[config.mk]
export PLATFORM = sky130hd
export DESIGN_NAME = gnrl_sync_fifo_flat
export DESIGN_NICKNAME = d
export VERILOG_FILES = /design/src/rtl/gnrl_sync_fifo_if.sv /design/src/rtl/gnrl_sync_fifo.sv /design/src/flat_wrapper.sv
export SDC_FILE = /design/constraint.sdc
export NUM_CORES = 1
export LEC_CHECK = 0
export ABC_AREA = 1
export BUFFER_PORTS_ARGS = -buffer_cell sky130_fd_sc_hd__buf_2
export CAP_MARGIN = 5
export CORE_ASPECT_RATIO = 1.2
export CORE_UTILIZATION = 62
export CTS_BUF_LIST = sky130_fd_sc_hd__clkbuf_16
export CTS_CLUSTER_DIAMETER = 200
export DETAILED_ROUTE_END_ITERATION = 10
export GPL_ROUTABILITY_DRIVEN = 0
export PLACE_DENSITY = 0.85
export SYNTH_ARGS = -nofsm -noshare
export SYNTH_HDL_FRONTEND = slang
export SYNTH_SLANG_ARGS = --single-unit
[constraint.sdc]
create_clock -name clk -period 7.7 [get_ports clk]
set_input_delay 0.77 -clock clk [delete_from_list [all_inputs] [get_ports clk]]
set_output_delay 0.77 -clock clk [all_outputs]
set_load 0.01 [all_outputs]
[src/rtl/gnrl_sync_fifo_if.sv]
// Valid/ready handshake bundle for gnrl_sync_fifo: write side (i_*) and read side (o_*).
// slave is the FIFO view; master is the producer/consumer view.
interface gnrl_sync_fifo_if #(
  parameter int DW = 32
);
  logic          i_vld;
  logic          i_rdy;
  logic [DW-1:0] i_dat;
  logic          o_vld;
  logic          o_rdy;
  logic [DW-1:0] o_dat;

  modport slave (
    input  i_vld, i_dat, o_rdy,
    output i_rdy, o_vld, o_dat
  );

  modport master (
    output i_vld, i_dat, o_rdy,
    input  i_rdy, o_vld, o_dat
  );
endinterface

[src/rtl/gnrl_sync_fifo.sv]
// Synchronous valid/ready FIFO with wrap-bit pointers, registered count and sticky
// overflow/underflow flags. Storage is reset-free; control state is reset.
module gnrl_sync_fifo #(
  parameter int DW = 32,
  parameter int DP = 4,
  parameter int AW = 2
) (
  input  logic               clk,
  input  logic               rst,
  input  logic               flush,
  gnrl_sync_fifo_if.slave    bus,
  output logic [AW:0]        count,
  output logic               ovf_err,
  output logic               unf_err
);

  logic [AW:0]   r_wptr;
  logic [AW:0]   r_rptr;
  logic [AW:0]   r_count;
  logic          r_ovf_err;
  logic          r_unf_err;
  logic [DW-1:0] r_mem [DP];

  logic          w_empty;
  logic          w_full;
  logic          w_push;
  logic          w_pop;
  logic          w_wr_en;

  assign w_empty = (r_wptr == r_rptr);
  assign w_full  = (r_wptr[AW-1:0] == r_rptr[AW-1:0]) && (r_wptr[AW] != r_rptr[AW]);
  assign w_push  = bus.i_vld && !w_full;
  assign w_pop   = !w_empty && bus.o_rdy;
  // Writes are suppressed under reset/flush so discarded pushes never touch storage.
  assign w_wr_en = w_push && rst && !flush;

  assign bus.i_rdy = !w_full;
  assign bus.o_vld = !w_empty;
  assign bus.o_dat = w_empty ? '0 : r_mem[r_rptr[AW-1:0]];

  assign count   = r_count;
  assign ovf_err = r_ovf_err;
  assign unf_err = r_unf_err;

  for (genvar g = 0; g < DP; g++) begin : g_entry
    always_ff @(posedge clk) begin
      if (w_wr_en && (r_wptr[AW-1:0] == AW'(g))) begin
        r_mem[g] <= bus.i_dat;
      end
    end
  end

  always_ff @(posedge clk) begin
    if (!rst) begin
      r_wptr  <= '0;
      r_rptr  <= '0;
      r_count <= '0;
    end else if (flush) begin
      r_wptr  <= '0;
      r_rptr  <= '0;
      r_count <= '0;
    end else begin
      if (w_push) begin
        r_wptr <= r_wptr + (AW+1)'(1);
      end
      if (w_pop) begin
        r_rptr <= r_rptr + (AW+1)'(1);
      end
      if (w_push && !w_pop) begin
        r_count <= r_count + (AW+1)'(1);
      end else if (w_pop && !w_push) begin
        r_count <= r_count - (AW+1)'(1);
      end
    end
  end

  // Sticky flags: only reset clears them; flush leaves them alone.
  always_ff @(posedge clk) begin
    if (!rst) begin
      r_ovf_err <= 1'b0;
      r_unf_err <= 1'b0;
    end else begin
      if (bus.i_vld && w_full) begin
        r_ovf_err <= 1'b1;
      end
      if (bus.o_rdy && w_empty) begin
        r_unf_err <= 1'b1;
      end
    end
  end

endmodule

[src/flat_wrapper.sv]
// flat-port wrapper written by rule: the top's interface ports become plain ports
module gnrl_sync_fifo_flat 
#(
  parameter int DW = 32,
  parameter int DP = 4,
  parameter int AW = 2
)
  (clk, rst, flush, count, ovf_err, unf_err, bus_i_vld, bus_i_dat, bus_o_rdy, bus_i_rdy, bus_o_vld, bus_o_dat);
  gnrl_sync_fifo_if #(.DW(DW)) bus_i ();
  input  logic clk;
  input  logic rst;
  input  logic flush;
  output logic [AW:0] count;
  output logic ovf_err;
  output logic unf_err;
  input wire logic [$bits(bus_i.i_vld)-1:0] bus_i_vld;
  input wire logic [$bits(bus_i.i_dat)-1:0] bus_i_dat;
  input wire logic [$bits(bus_i.o_rdy)-1:0] bus_o_rdy;
  output wire logic [$bits(bus_i.i_rdy)-1:0] bus_i_rdy;
  output wire logic [$bits(bus_i.o_vld)-1:0] bus_o_vld;
  output wire logic [$bits(bus_i.o_dat)-1:0] bus_o_dat;
  assign bus_i.i_vld = bus_i_vld;
  assign bus_i.i_dat = bus_i_dat;
  assign bus_i.o_rdy = bus_o_rdy;
  assign bus_i_rdy = bus_i.i_rdy;
  assign bus_o_vld = bus_i.o_vld;
  assign bus_o_dat = bus_i.o_dat;
  gnrl_sync_fifo #(.DW(DW), .DP(DP), .AW(AW)) u_core (.clk(clk), .rst(rst), .flush(flush), .bus(bus_i), .count(count), .ovf_err(ovf_err), .unf_err(unf_err));
endmodule
==> results of run 1 <==
[layout by cell type (no fill, tap or decap), types with 2 or more instances in the layout]
cell type,netlist,final
edfxtp_1,128,128
nor2_1,110,107
buf_2,10,75
o21ai_1,64,64
nand2_1,57,57
inv_1,52,56
o21ai_0,33,33
clkbuf_16,0,17
dfxtp_1,13,11
a21oi_1,10,10
nand3_1,6,6
ha_1,6,6
clkinv_2,0,5
clkinv_1,0,4
nand2_2,3,3
nor2_4,0,3
nand3_4,2,2
inv_2,2,2
dfxtp_2,0,2
bufinv_16,0,2
buf_4,5,2
[stage by stage]
stage | setup WS (ns) | power (mW) | hold slack [ns] | area [µm²] | util [%]
3_3_place_gp | 4.46 | 0.976 | 0.435 | 6260 | 68.9
5_1_grt | 3.70 | 1.76 | 0.470 | 6800 | 74.8
4_1_cts | 3.95 | 1.71 | 0.459 | 6800 | 74.8
6_report | 3.93 | 1.71 | 0.457 | 6800 | 74.8
3_5_place_dp | 4.36 | 0.981 | 0.456 | 6260 | 68.9
2_1_floorplan | 3.85 | 0.937 | 0.474 | 5810 | -
[worst min-delay path by stage]
stage | slack (ns) | start | endpoint
2_1_floorplan | 0.47 | u_core.ovf_err | u_core.ovf_err
3_3_place_gp | 0.43 | u_core.ovf_err | u_core.ovf_err
3_5_place_dp | 0.46 | u_core.unf_err | u_core.unf_err
4_1_cts | 0.46 | u_core.unf_err | u_core.unf_err
5_1_grt | 0.47 | u_core.unf_err | u_core.unf_err
6_report | 0.46 | u_core.unf_err | u_core.unf_err
[sequential cells by signal, summed over array words and instances (netlist names), named ones only]
name / flops
u_core.r_mem: 128
u_core.count: 3
u_core.r_rptr: 3
u_core.r_wptr: 3
u_core.ovf_err: 1
u_core.unf_err: 1
[critical path: cells and delay by family, from the launching register on]
family,cells,cell delay [ns]
compound gates,2,0.48
flops,1,1.08
buf+inv,3,0.93
simple gates,1,0.08
[power groups by stage]
stage | logic, mW | registers (mW) | clock network [mW]
global route | 0.124 | 0.857 | 0.777
floorplan | 0.0709 | 0.866 | 0
finish | 0.110 | 0.856 | 0.739
CTS | 0.111 | 0.856 | 0.742
detailed placement | 0.110 | 0.872 | 0
global placement | 0.105 | 0.871 | 0
[metal layers]
layer	track usage (%)	vias up	share of wire (%)
met3	4.71	24	5.6
met1	28.8	1865	40
met2	43.2	146	52
met4	12.3	0	2.1
li1	-	1885	-
met5	0	-	0
[area by class of cell]
| cell class | count | area [µm²] |
|---|---|---|
| Sequential cell | 141 | 4110 |
| Fill cell | 577 | 2280 |
| Multi-Input combinational cell | 297 | 1410 |
| Clock buffer | 17 | 425 |
| Timing Repair Buffer | 77 | 390 |
| Inverter | 54 | 203 |
| Tap cell | 120 | 150 |
| Clock inverter | 15 | 115 |
[logic make-up (layout without fill, tap and decap cells)]
family          after synthesis  after routing  share of synthesized area [%]
simple gates                182            182                           12.7
fa+ha+maj                     7              7                           1.64
compound gates              107            107                           9.21
xor+xnor                      1              1                          0.151
flops                       141            141                           70.6
buf+inv                      78            163                           5.70
==> key figures, run 1 <==
Outcome
  • Status: complete, no violations

Finish
  • Nets@finish: 632
  • Antenna diodes: 0
  • Synth-to-layout area growth: 16.9%
  • Final Non-Filler Cells: 721
  • Layout cells sized above 1: 19.3%

Synthesis
  • Synth Cell Area: 0.00581 mm²
  • Synth unique cells: 23
  • Number of synthesized register bits: 141
  • Post-synthesis async set-or-reset flop share: 0%
  • Register area share after synthesis: 70.6%
  • Synth warn: 0
  • Post-Synthesis Cells: 516
  • Most common cell in the netlist: edfxtp_1
  • Post-synth EDFFs: 128
  • Synthesized net count: 560
  • Synth top area cells: edfxtp_1 (66%), nor2_1 (7.1%), o21ai_1 (5.5%)
  • Synth area leader: edfxtp_1
  • Synth top area share: 66.1%
  • Synth top cells by count: edfxtp_1 (128), nor2_1 (110), o21ai_1 (64)
  • Primary FF master, synth: edfxtp_1
  • Syn avg cell area: 11.3 µm²

Die
  • Die X-Extent: 90.4 µm
  • # IOs: 76
  • Starting Density: 64.0%
  • Die footprint: 0.00977 mm²
  • # rows: 38
  • Core Region: 0.00908 mm²
  • Die H: 108 µm

Power
  • Internal power: 1.35 mW
  • Flop pwr share: 50.2%
  • Lkg Pwr: 2.80 nW
  • Combinational power share: 6.5%
  • Peak VDD IR: 0.196 mV
  • Switching share of power: 21.0%
  • Psw: 0.357 mW
  • Pwr dens: 251 mW/mm²
  • Clock Power Share: 43.3%

Worst setup path
  • Reg2reg start: u_core.r_wptr[0]
  • R2r endpoint: u_core.r_mem[2][28]
  • CP max stage delay: 1.08 ns
  • Startpoint types: flip-flop
  • Setup crit end kind: primary output
  • Worst path cell trace: inv_2 -> o21ai_1 -> o21ai_1 -> nand2_1 -> inv_1 -> buf_2
  • Slowest stage cell, crit path: dfxtp_2
  • R2R Setup Slk: 5.25 ns
  • Worst Reg2Reg Path Length in Cells: 8
  • Path type of the worst setup path: reg -> out
  • Crit path to: bus_o_dat[17]
  • Arrival time of the worst setup path: 3.00 ns
  • Crit path top cell by count: o21ai_1
  • Crit Path Max Fanout: 65
  • Worst EP required: 6.93 ns

Global routing
  • Pin count of the biggest net entering global routing: 66
  • First-pass GRT wire length: 17.9 mm
  • Vias in the first global route: 3749
  • Tot GR Track Use: 24.5%
  • Initial antenna violation count: 0
  • Grt total ovfl: 0

Worst hold path
  • Hold Crit Depth: 2
  • Hold Path Class: reg -> reg

Timing
  • FMAX: 265 MHz
  • Crit share post-route: 49.0%
  • Final-report hold violation count: 0
  • Max-slew headroom: 24.2%
  • Unrepaired setup endpoints after global routing: false
  • Slew @ Worst Pin: 1.14 ns
  • Setup violators final: 0
  • Clock Skew: 0.00470 ns
  • Setup TNS: 0 ns
  • Fin crit period: 3.77 ns
  • Final max-slew violation count: 0

Clocking
  • H-tree depth: 4
  • Root Buffer: clkbuf_16
  • Worst skew pair latency: 0.40 ns
  • Clock Tree Buf Depth: 2
  • Clock Sinks: 141
  • Cts hold-fix bufs: 0
  • Clock transition at path regs: 0.05 ns
  • CTS buffer count: 17
  • # resized after CTS: 0
  • CTS tree: done
  • Postcts setup bufs: 0

Placed design
  • Port buffer count: 75
  • Placed Cells: 689
  • Hpwl dp: 6.42 mm

Drt
  • Iter 0 DRT Violations: 360
  • Avg WL per Cell: 15.7 µm
  • Overall routed net length: 11.4 mm
  • Vias per std cell: 5.44
  • Pre-Repair DR Iteration Count: 7
  • Total number of vias: 3920
  • Detail Route Antenna Nets: 0
  • DRC: 0

Run
  • Max Cap Viol: 0
Power figures use the tool's default switching activity.
==> run 2, diff against run 1 <==
--- a/config.mk
+++ b/config.mk
@@ -5,16 +5,16 @@
 export SDC_FILE = /design/constraint.sdc
 export NUM_CORES = 1
 export LEC_CHECK = 0
-export ABC_AREA = 1
+export ABC_AREA = 0
 export BUFFER_PORTS_ARGS = -buffer_cell sky130_fd_sc_hd__buf_2
 export CAP_MARGIN = 5
 export CORE_ASPECT_RATIO = 1.2
-export CORE_UTILIZATION = 62
+export CORE_UTILIZATION = 57
 export CTS_BUF_LIST = sky130_fd_sc_hd__clkbuf_16
 export CTS_CLUSTER_DIAMETER = 200
 export DETAILED_ROUTE_END_ITERATION = 10
 export GPL_ROUTABILITY_DRIVEN = 0
-export PLACE_DENSITY = 0.85
+export PLACE_DENSITY = 0.79
 export SYNTH_ARGS = -nofsm -noshare
 export SYNTH_HDL_FRONTEND = slang
 export SYNTH_SLANG_ARGS = --single-unit
==> constraint.sdc (replaced) <==
create_clock -name clk -period 3.75 [get_ports clk]
set_input_delay 0.375 -clock clk [delete_from_list [all_inputs] [get_ports clk]]
set_output_delay 0.375 -clock clk [all_outputs]
set_load 0.01 [all_outputs]
==> run 2 against run 1 <==
Synthesized cell count is 42% lower. Sequential share of layout area is 0.19 points lower. Largest cell class unchanged. Wire length is 6.9% lower. Combinational power is 61% higher. Highest routed layer is now met5. Design area is 0.31% higher. Cell count is 28% lower. Critical path depth is 3 higher. Worst hold slack worse by 0.28 ns.
==> key figures, run 2 <==
Worst setup path
  • Worst path cell trace: xnor2_2 -> nand3_4 -> nand2_1 -> ha_1 -> inv_1 -> fa_1 -> xor2_1 -> or3_1 -> a21oi_1 (was inv_2 -> o21ai_1 -> o21ai_1 -> nand2_1 -> inv_1 -> buf_2)
  • Crit-path leading delay family: simple AND/OR/NAND/NOR gates (was flip-flops)
  • Slowest stage cell, crit path: xnor2_2 (was dfxtp_2)
  • Worst EP required: 4.09 ns (was 6.93 ns)
  • CP max stage delay: 0.49 ns (was 1.08 ns)
  • Path type of the worst setup path: reg -> reg (was reg -> out)
  • Arrival time of the worst setup path: 3.23 ns (was 3.00 ns)
  • Worst path bufs/invs: 1 (was 3)
  • Startpoint types: flip-flop (unchanged)
  • Crit Path Max Fanout: 35 (was 65)
  • Setup crit end kind: flip-flop (was primary output)

Timing
  • Final max-slew violation count: 0 (unchanged)
  • Setup violators final: 0 (unchanged)
  • Unrepaired setup endpoints after global routing: false (unchanged)
  • Clock Skew: 0.0112 ns (was 0.00470 ns)
  • Max-slew headroom: 41.6% (was 24.2%)
  • Final-report hold violation count: 0 (unchanged)
  • Crit share post-route: 77.0%
  • Slew @ Worst Pin: 0.876 ns (was 1.14 ns)
  • Fin crit period: 2.89 ns
  • Setup TNS: 0 ns (unchanged)
  • FMAX: 346 MHz

Global routing
  • First-pass GRT wire length: 16.4 mm (was 17.9 mm)
  • Tot GR Track Use: 22.4% (was 24.5%)
  • Initial antenna violation count: 1 (was 0)
  • Grt total ovfl: 0 (unchanged)
  • Vias in the first global route: 3121 (was 3749)
  • Pin count of the biggest net entering global routing: 36 (was 66)

Synthesis
  • Most common cell in the netlist: edfxtp_1 (unchanged)
  • Synth unique cells: 35 (was 23)
  • Primary FF master, synth: edfxtp_1 (unchanged)
  • Post-synthesis async set-or-reset flop share: 0% (unchanged)
  • Adder-Cell Fraction of Synth Area: 1.66% (was 1.64%)
  • Post-synthesis compound-gate area fraction: 2.12% (was 9.21%)
  • Synth Cell Area: 0.00571 mm² (was 0.00581 mm²)
  • Post-synth EDFFs: 128 (unchanged)
  • Post-Synthesis Cells: 298 (was 516)
  • Post-Synth XOR/XNOR Area: 1.62% (was 0.151%)
  • Synthesized net count: 342 (was 560)
  • Synth warn: 0 (unchanged)
  • Synth top cells by count: edfxtp_1 (128), and2_1 (33), mux4_2 (32) (was edfxtp_1 (128), nor2_1 (110), o21ai_1 (64))
  • Synth area leader: edfxtp_1 (unchanged)
  • Register area share after synthesis: 71.8% (was 70.6%)
  • Largest family of logic cells by synthesized area: multiplexers (was simple AND/OR/NAND/NOR gates)
  • Syn avg cell area: 19.2 µm² (was 11.3 µm²)
  • Synth top area cells: edfxtp_1 (67%), mux4_2 (13%), dfxtp_1 (4.6%) (was edfxtp_1 (66%), nor2_1 (7.1%), o21ai_1 (5.5%))
  • Synth Area in Simple Gates: 8.04% (was 12.7%)
  • Proportion of synthesized area in mux cells: 12.8% (was 0%)
  • Number of synthesized register bits: 141 (unchanged)
  • Synth top area share: 67.3% (was 66.1%)

Power
  • Peak VDD IR: 0.408 mV (was 0.196 mV)
  • Pwr dens: 551 mW/mm² (was 251 mW/mm²)
  • Pwr Total: 3.76 mW (was 1.71 mW)
  • Lkg Pwr: 2.47 nW (was 2.80 nW)

Die
  • Die footprint: 0.0104 mm² (was 0.00977 mm²)
  • # IOs: 76 (unchanged)
  • Die H: 112 µm (was 108 µm)
  • Core Region: 0.00961 mm² (was 0.00908 mm²)
  • Die X-Extent: 93.4 µm (was 90.4 µm)
  • Starting Density: 59.4% (was 64.0%)
  • # rows: 39 (was 38)

Finish
  • Number of flip-flops in the largest register: 128 (unchanged)
  • Synth-to-layout area growth: 19.3% (was 16.9%)
  • Antenna diodes: 0 (unchanged)
  • Nets@finish: 424 (was 632)
  • Commonest non-fill, non-tap cell in the layout: edfxtp_1 (unchanged)
  • Top reg by flops: u_core.r_mem (unchanged)
  • Highest-count cells in the layout ignoring fill and taps: edfxtp_1 (128), buf_2 (75), and2_1 (33), mux4_2 (32), clkbuf_16 (17) (was edfxtp_1 (128), nor2_1 (107), buf_2 (75), o21ai_1 (64), nand2_1 (57))
  • Fill count: 596 (was 577)
  • Layout cells sized above 1: 38.2% (was 19.3%)
  • Post-Layout Inst Area: 0.00682 mm² (was 0.00680 mm²)

Worst hold path
  • Hold Path Class: in -> reg (was reg -> reg)

Drt
  • DRC: 0 (unchanged)
  • Overall routed net length: 10.6 mm (was 11.4 mm)
  • Detail Route Antenna Nets: 0 (unchanged)
  • Avg WL per Cell: 20.5 µm (was 15.7 µm)
  • Vias per std cell: 5.84 (was 5.44)
  • Pre-Repair DR Iteration Count: 4 (was 7)
  • Iter 0 DRT Violations: 164 (was 360)
  • Total number of vias: 3013 (was 3920)

Placed design
  • Port buffer count: 75 (unchanged)
  • Dpl cell area: 0.00617 mm² (was 0.00626 mm²)
  • Hpwl dp: 5.79 mm (was 6.42 mm)

Clocking
  • Clock Tree Buf Depth: 2 (unchanged)
  • Postcts setup bufs: 0 (unchanged)
  • # resized after CTS: 0 (unchanged)
  • Clock transition at path regs: 0.06 ns (was 0.05 ns)
  • Cts hold-fix bufs: 0 (unchanged)
  • CTS buffer count: 17 (unchanged)
  • CTS tree: done (unchanged)
  • Root Buffer: clkbuf_16 (unchanged)
  • Worst skew pair latency: 0.41 ns (was 0.40 ns)
  • H-tree depth: 4 (unchanged)
  • Clock Sinks: 141 (unchanged)

Outcome
  • Status: complete, no violations (unchanged)

Run
  • Max Cap Viol: 0 (unchanged)
==> run 2: changes by cell type in the layout (fill, tap and decap cells not counted), moves of 4 or more <==
cell and change:
nor2_1 -105, o21ai_1 -64, inv_1 -52, nand2_1 -50, and2_1 +33, mux4_2 +32, o21ai_0 -28, a21oi_1 -4
a31oi_1 +4, and3_2 +4, bufinv_16 +4, xor2_1 +4
==> run 2: path summary, 6_finish.rpt <==
| kind | startpoint | to | slack (ns) | cells after the start |
|---|---|---|---|---|
| worst max-delay path | u_core.r_wptr[0] | u_core.count[2] | 0.86 | 9 |
| worst min-delay path | bus_i_dat[6] | u_core.r_mem[2][6] | 0.18 | 1 |
| worst max register to register | u_core.r_wptr[0] | u_core.count[2] | 0.86 | 9 |
| worst min register to register | u_core.ovf_err | u_core.ovf_err | 0.46 | 2 |
==> run 2: cell type report <==
class	count	area [µm²]	area share (%)
clock buffer	17	425	6.24
timing repair buffer	77	390	5.73
sequential	141	4110	60.2
multi-input combinational	140	1500	22.1
clock inverter	15	226	3.32
tap	123	154	2.26
inverter	3	11.3	0.165
==> run 2: logic make-up (layout without fill, tap and decap cells) <==
| logic type | after synthesis | after routing |
|---|---|---|
| xor gates and xnor gates | 8 | 8 |
| muxes | 33 | 33 |
| buffers and inverters | 17 | 112 |
| and+or+nand+nor | 72 | 72 |
| DFF | 141 | 141 |
| adders and majority gates | 7 | 7 |
| AOI/OAI and AO/OA | 20 | 20 |
==> run 2: metal layers <==
layer	track usage [%]	part of all wire (%)	vias to the layer above
met4	8.10	1.3	2
met2	37.0	53	81
met1	27.9	42	1553
met5	0	0.12	-
met3	7.04	4.2	15
li1	-	-	1362
==> run 2: worst register-to-register path, delay by kind of cell (launching register included) <==
| family | cells | cell delay [ns] |
|---|---|---|
| AND/OR/NAND/NOR | 3 | 0.96 |
| adder cells (fa/ha/maj) | 2 | 0.59 |
| flip-flops | 1 | 0.40 |
| buffers and inverters | 1 | 0.06 |
| AO/OA/AOI/OAI | 1 | 0.14 |
| XOR/XNOR | 2 | 0.67 |
==> run 2: stage by stage <==
stage / util (%) / std cells / hold slack [ns] / setup WS, ns
after floorplan: - / 298 / 0.474 / 1.33
after global placement: 64.1 / 484 / 0.442 / 1.01
after detailed placement: 64.1 / 484 / 0.447 / 0.826
after CTS: 70.9 / 516 / 0.159 / 0.830
after global routing: 70.9 / 516 / 0.156 / 0.664
final: 70.9 / 516 / 0.177 / 0.861
==> run 2: power breakdown <==
part	switching, mW	total [mW]	internal, mW
registers	0.0116	1.75	1.74
clock network	0.600	1.83	1.23
logic	0.0982	0.177	0.0791
